===== src/rtl/riscv_pkg.sv =====
// riscv_pkg
// Shared definitions for the RV64 load/store/branch encoder path.
//   - Opcode constants for the three supported formats.
//   - tipo_t: format selector carried on the encoder's `tipo` input.
//   - estado_t: encoder FSM states (also exported on the debug port).
//   - todos_iguales: helper that tests whether an immediate is a pure sign
//     extension above a given bit (used by the optional range check).
package riscv_pkg;

    localparam logic [6:0] OP_LOAD   = 7'b0000011;
    localparam logic [6:0] OP_STORE  = 7'b0100011;
    localparam logic [6:0] OP_BRANCH = 7'b1100011;

    typedef enum logic [1:0] {
        TIPO_I   = 2'b00,
        TIPO_S   = 2'b01,
        TIPO_B   = 2'b10,
        TIPO_INV = 2'b11
    } tipo_t;

    typedef enum logic [1:0] {
        ACTIVO = 2'b00,
        LLENO  = 2'b01,
        ERROR  = 2'b10
    } estado_t;

    // True when inmediato[63:msb] are all the same bit, i.e. the value fits
    // in a signed field whose sign bit is `msb`.
    function automatic logic todos_iguales(input logic [63:0] imm, input int msb);
        logic ok;
        ok = 1'b1;
        for (int i = 0; i < 64; i++) begin
            if (i >= msb && imm[i] != imm[63]) begin
                ok = 1'b0;
            end
        end
        return ok;
    endfunction

endpackage


===== src/rtl/empaqueta_imm.sv =====
// empaqueta_imm
// Purely combinational format packer: takes decoded fields and scatters the
// immediate into its instruction bit positions for I (load), S (store) and
// B (branch) encodings.
//
// Ports:
//   tipo       in  2   format selector (riscv_pkg::tipo_t encoding)
//   rd/rs1/rs2 in  5   register indices (unused ones are ignored)
//   funct3     in  3   copied to bits [14:12]
//   inmediato  in  64  sign-extended immediate (byte offset for B)
//   palabra    out 32  encoded instruction word
//   valido     out 1   bundle may be written (format legal, range ok)
//
// Configuration: CODIFICADOR_RANGO_EN enables the immediate range check.
// Without it the immediate is simply truncated to the field bits.
import riscv_pkg::*;

module empaqueta_imm (
    input  logic [1:0]  tipo,
    input  logic [4:0]  rd,
    input  logic [4:0]  rs1,
    input  logic [4:0]  rs2,
    input  logic [2:0]  funct3,
    input  logic [63:0] inmediato,
    output logic [31:0] palabra,
    output logic        valido
);

    tipo_t t;
    logic  rango_ok;

    assign t = tipo_t'(tipo);

`ifdef CODIFICADOR_RANGO_EN
    // With the check on, a legal immediate has inmediato[11] (I/S) or
    // inmediato[12] (B) equal to inmediato[63], so the sign bit in inst[31]
    // is the same whichever of them is picked.
    always_comb begin
        rango_ok = 1'b0;
        case (t)
            TIPO_I, TIPO_S: rango_ok = todos_iguales(inmediato, 11);
            TIPO_B:         rango_ok = todos_iguales(inmediato, 12) && !inmediato[0];
            default:        rango_ok = 1'b0;
        endcase
    end
`else
    // No range check: upper immediate bits are intentionally dropped.
    logic unused_imm_alto;
    assign unused_imm_alto = ^inmediato[63:13];
    assign rango_ok        = 1'b1;
`endif

    always_comb begin
        palabra = 32'h0;
        case (t)
            TIPO_I: palabra = {inmediato[11:0], rs1, funct3, rd, OP_LOAD};
            TIPO_S: palabra = {inmediato[11:5], rs2, rs1, funct3,
                               inmediato[4:0], OP_STORE};
            TIPO_B: palabra = {inmediato[12], inmediato[10:5], rs2, rs1, funct3,
                               inmediato[4:1], inmediato[11], OP_BRANCH};
            default: palabra = 32'h0;
        endcase
    end

    assign valido = (t != TIPO_INV) && rango_ok;

endmodule


===== src/rtl/codificador_imm.sv =====
// codificador_imm
// Streaming RV64 instruction encoder. Accepts decoded field bundles, packs
// them into 32-bit instructions (via empaqueta_imm) and writes them to
// consecutive instruction-memory words starting at address 0.
//
// Handshake: a bundle transfers on a rising edge where in_valid && in_ready.
// in_ready is combinational: high only in ACTIVO, with limpiar and reset low.
// in_valid may be held or dropped freely; nothing is buffered.
//
// Ports:
//   clk, reset     clock, synchronous active-high reset
//   limpiar        synchronous restart (pointer/count/error/full cleared)
//   in_valid       bundle valid
//   in_ready       encoder accepts this cycle
//   tipo           format: 00 I, 01 S, 10 B, 11 invalid
//   rd, rs1, rs2   register indices
//   funct3         function field
//   inmediato      64-bit sign-extended immediate
//   wr_en          one-cycle memory write strobe
//   wr_addr        word address of wr_data
//   wr_data        encoded instruction (holds when wr_en is low)
//   cuenta         words written since reset/limpiar
//   lleno          cuenta == PROF
//   error          sticky: a bundle was rejected
//   estado         current FSM state (debug)
//
// Configuration: define CODIFICADOR_RANGO_EN to reject immediates that do
// not fit their format field.
import riscv_pkg::*;

module codificador_imm #(
    parameter int ADDR_W = 8,
    parameter int PROF   = 256
) (
    input  logic              clk,
    input  logic              reset,
    input  logic              limpiar,
    input  logic              in_valid,
    output logic              in_ready,
    input  logic [1:0]        tipo,
    input  logic [4:0]        rd,
    input  logic [4:0]        rs1,
    input  logic [4:0]        rs2,
    input  logic [2:0]        funct3,
    input  logic [63:0]       inmediato,
    output logic              wr_en,
    output logic [ADDR_W-1:0] wr_addr,
    output logic [31:0]       wr_data,
    output logic [ADDR_W:0]   cuenta,
    output logic              lleno,
    output logic              error,
    output logic [1:0]        estado
);

    localparam logic [ADDR_W:0] PROF_C = PROF[ADDR_W:0];

    estado_t          st;
    logic [31:0]      palabra;
    logic             valido;
    logic             acepta;
    logic [ADDR_W:0]  cuenta_sig;

    empaqueta_imm u_empaqueta (
        .tipo      (tipo),
        .rd        (rd),
        .rs1       (rs1),
        .rs2       (rs2),
        .funct3    (funct3),
        .inmediato (inmediato),
        .palabra   (palabra),
        .valido    (valido)
    );

    assign in_ready   = (st == ACTIVO) && !limpiar && !reset;
    assign acepta     = in_valid && in_ready;
    assign cuenta_sig = cuenta + 1'b1;
    assign estado     = st;

    // The write pointer is the low part of cuenta: words are written densely
    // from address 0, so the count of words written is the next address.
    always_ff @(posedge clk) begin
        if (reset) begin
            st      <= ACTIVO;
            wr_en   <= 1'b0;
            wr_addr <= '0;
            wr_data <= 32'h0;
            cuenta  <= '0;
            lleno   <= 1'b0;
            error   <= 1'b0;
        end else begin
            // Strobe lasts exactly one cycle. A write registered in the
            // previous cycle is already on the outputs, so limpiar here
            // cannot cancel it.
            wr_en <= 1'b0;
            if (limpiar) begin
                st     <= ACTIVO;
                cuenta <= '0;
                lleno  <= 1'b0;
                error  <= 1'b0;
            end else if (acepta) begin
                if (valido) begin
                    wr_en   <= 1'b1;
                    wr_addr <= cuenta[ADDR_W-1:0];
                    wr_data <= palabra;
                    cuenta  <= cuenta_sig;
                    if (cuenta_sig == PROF_C) begin
                        lleno <= 1'b1;
                        st    <= LLENO;
                    end
                end else begin
                    error <= 1'b1;
                    st    <= ERROR;
                end
            end
        end
    end

endmodule

===== config.mk =====
export PLATFORM = sky130hd
export DESIGN_NAME = codificador_imm
export DESIGN_NICKNAME = d
export VERILOG_FILES = /design/src/rtl/riscv_pkg.sv /design/src/rtl/empaqueta_imm.sv /design/src/rtl/codificador_imm.sv
export SDC_FILE = /design/constraint.sdc
export NUM_CORES = 1
export LEC_CHECK = 0
export BUFFER_PORTS_ARGS = -buffer_cell sky130_fd_sc_hd__buf_2
export CAP_MARGIN = 25
export CORE_UTILIZATION = 44
export DETAILED_ROUTE_END_ITERATION = 10
export MAX_ROUTING_LAYER = met4
export PLACE_DENSITY = 0.76
export REMOVE_ABC_BUFFERS = 1
export SLEW_MARGIN = 15
export SYNTH_ARGS = -nofsm -noshare
export SYNTH_HDL_FRONTEND = slang
export SYNTH_HIERARCHICAL = 1
export SYNTH_SLANG_ARGS = --single-unit

===== constraint.sdc =====
create_clock -name clk -period 2.75 [get_ports clk]
set_input_delay 0.825 -clock clk [delete_from_list [all_inputs] [get_ports clk]]
set_output_delay 0.825 -clock clk [all_outputs]
set_load 0.01 [all_outputs]

==> metrics.md <==
| Metric | Value |
|---|---|
| Synth Cell Area | about 0.0025 mm2 |
| Vias | about 2.4k |
| Gr ovfl total | 0 |
| Die Y | a little under 80 um |
| Core area | roughly 0.0055 mm2 |
| Row Count | 27 |
| Flop2flop setup slack | between 800 and 900 ps |
| DR WL/cell | roughly 12 um |
| VDD IR max | 0.216 mV |
| Worst-Margin Slew | 585 ps |
| Max_slew headroom | just over 60% |
| Worst-case reg-to-reg path depth | 5 |
| Starting Density | between 40 and 50% |
| Post-synth top area share | a little over two fifths |
| Setup Viol. Count Final | 0 |
| Die area | 0.00609 mm2 |
| Synth Register Bits | between 50 and 60 |
| Fill count | 558 |
| Clk pin slew, worst setup/hold paths | around 90 ps |
| Via/cell ratio | 5.08 |
| Worst-Skew Late Latency | roughly 300 ps |
| Setup slack after layout | between 300 and 400 ps |
| HP Start | wr_data[19] |
| Multi-input gate area | about 0.0013 mm2 |
| Hold Buf Count CTS | 0 |
| Skew final | 9.08 ps |
| Setup_tns | 0 ps |
| Status | complete, no violations |
| CP Max Fanout | 7 |
| MaxCap Viol Count | 0 |
| Post-route ant nets | 0 |
| Die W | a little under 80 um |
| Largest net degree at the start of global routing | between 40 and 50 |
| Slowest stage delay, CP | roughly 400 ps |
| Fraction of layout cells with a size suffix above 1 | 27.2% |
| Longest Clk Path Bufs | 2 |
| CP Data Arrival Time | ~1600 ps |
| Root buf cell | clkbuf_8 |
| Post-synthesis instance total | about 330 |
| Final min period | ~2400 ps |
| Initial antenna violation count | 0 |
| Post-synth EDFFs | 0 |
| WP buf/inv | 2 |
| Place WS | about 290 ps |
| Top cells by area, synth | dfxtp_1 42%, nand2_1 15%, a21oi_1 11% |
| Period Utilization, post-route | 86.8% |
| Vias in the first global route | approximately 2.2k |
| Crit Path Class | in -> out |
| N_diodes | 0 |
| CTS tree | yes |
| Mapped Avg Cell Area | ~7.6 um2 |
| Area Growth Syn to Fin | 20.8% |
| Leakage | ~1.3 nW |
| Hold Path Class | reg -> reg |
| Async S/R FF share, synth | 0% |
| Worst EP required | ~1900 ps |
| Sequential fraction of the synthesis area | a little over two fifths |
| Final Hold Viols | 0 |
| IO buf count | between 90 and 100 |
| YS warnings | 6 |
| H-Tree Level Count | 2 |
| Post-CTS setup buffers | 0 |
| Worst path cell trace | buf_2 > nor4_4 > buf_2 |
| Worst reg2reg path endpoint | lleno |
| First-pass GRT wire length | 9580 um |
| Cts bufs inserted | 5 |
| CP top delay family | simple AND/OR/NAND/NOR gates |
| Hold EP | wr_data[19] |
| Aggregate routed wire length | around 5800 um |
| WHS Path Cells | 2 |
| Power Density | 465 mW/mm2 |
| Register area | ~0.0011 mm2 |
| Top FF cell, synth | dfxtp_1 |
| Ports | between 100 and 150 |
| RSZ-0062 raised after global routing | false |
| Nets | around 500 |
| Drt initial violations | 95 |
| Worst R2R Start | cuenta[0] |
| Crit-path slowest cell | nor4_4 |
| CTS sink cnt | 54 |
| Fmax | between 400 and 500 MHz |
| Most used cell along the critical path | buf_2 |
| Synth area leader | dfxtp_1 |
| Critical path capture point type | output port |
| Total GRT Usage | between 10% and 20% |
| Crit start category | primary input |
| HPWL Detailed | 4050 um |
| Cts repair resizes | 0 |
| DR pass1 iterations | 4 |
| Total power | roughly 1.4 mW |
| Post-synthesis cell type count | 38 |
| DRC viols | 0 |
| Gpl congestion | 0.791 |
| Slew Limit Fails | 0 |
-- per-stage QoR --
stage	util, %	hold slack [ps]	std cells	area (um2)
after floorplan	-	474	303	2380
after global placement	53.6	433	472	2970
after detailed placement	53.6	443	472	2970
after CTS	55.5	460	480	3080
after global routing	55.5	478	480	3080
final	55.5	455	480	3080
-- metal layers --
metal | track usage (%) | up-vias | share of wire, %
met1 | 22.9 | 1118 | 44
met5 | - | - | 0
met3 | 3.49 | 8 | 4.9
li1 | - | 1243 | -
met2 | 34.6 | 68 | 49
met4 | 6.85 | 0 | 1.4
-- worst min-delay path: cells and delay by family, from the launching register on --
kind,cells,cell delay [ps]
flip-flops,1,320
AO/OA/AOI/OAI,1,50
AND/OR/NAND/NOR,1,50
-- how the worst max path moves through the flow --
stage	slack (ps)	cells after the start	start	end
3_5_place_dp	290	8	tipo[0]	lleno
6_report	360	3	limpiar	in_ready
2_1_floorplan	-430	7	tipo[0]	estado[0]
3_3_place_gp	320	8	tipo[0]	lleno
4_1_cts	380	3	limpiar	in_ready
5_1_grt	350	3	limpiar	in_ready
-- sequential cells by signal, summed over array words and instances, names as in the netlist --
signal / count
wr_addr: 8
cuenta: 9
estado: 2
error: 1
lleno: 1
wr_en: 1
wr_data: 32
-- Yosys cell counts (all sizes together), types with 2 or more instances --
cell,count
o41ai,2
dfxtp,54
clkbuf,16
nor3b,14
nand4,4
xnor2,3
o21ai,12
buf,16
and4,2
or3,2
nor4,2
xor2,6
or2,2
nor2,11
nand3,4
inv,5
nand2,101
a21oi,54
and2,2
nor3,4
ha,7
-- cell usage in the layout, fill, tap and decap left out, types with 2 or more instances in the layout --
cell type / synthesis / routed
clkbuf_8: 0 / 7
ha_1: 7 / 7
inv_1: 5 / 5
buf_2: 6 / 91
o21ai_0: 10 / 10
nand3_1: 4 / 4
nand2_1: 100 / 100
nor3_1: 3 / 3
a21oi_1: 54 / 54
xor2_1: 6 / 6
nand4_1: 4 / 4
or3_1: 2 / 2
o21ai_1: 2 / 2
xnor2_1: 3 / 3
and4_1: 2 / 2
conb_1: 1 / 3
dfxtp_1: 54 / 54
nor2_1: 11 / 11
or2_2: 2 / 2
buf_4: 8 / 6
nor3b_1: 14 / 14
o41ai_1: 2 / 2
-- power by group --
group / total [mW] / internal [mW] / switching (mW)
registers: 0.799 / 0.793 / 0.00608
logic: 0.151 / 0.0605 / 0.0901
clock network: 0.482 / 0.231 / 0.250
-- cell families after synthesis --
logic type	count (synthesis)	synth area share (%)
XOR/XNOR	9	3.10
flip-flops	54	42.5
adder cells (fa/ha/maj)	7	3.44
AO/OA/AOI/OAI	73	15.3
other	1	0.147
AND/OR/NAND/NOR	151	27.9
buffers and inverters	38	7.72
-- final cells by class --
class / instances / share of cell area [%]
tap: 72 / 2.93
sequential: 54 / 35.1
clock buffer: 7 / 3.13
timing repair buffer: 97 / 16.3
multi-input combinational: 243 / 41.5
clock inverter: 1 / 0.285
inverter: 6 / 0.773
No activity file was read; power rests on OpenSTA's default activity.
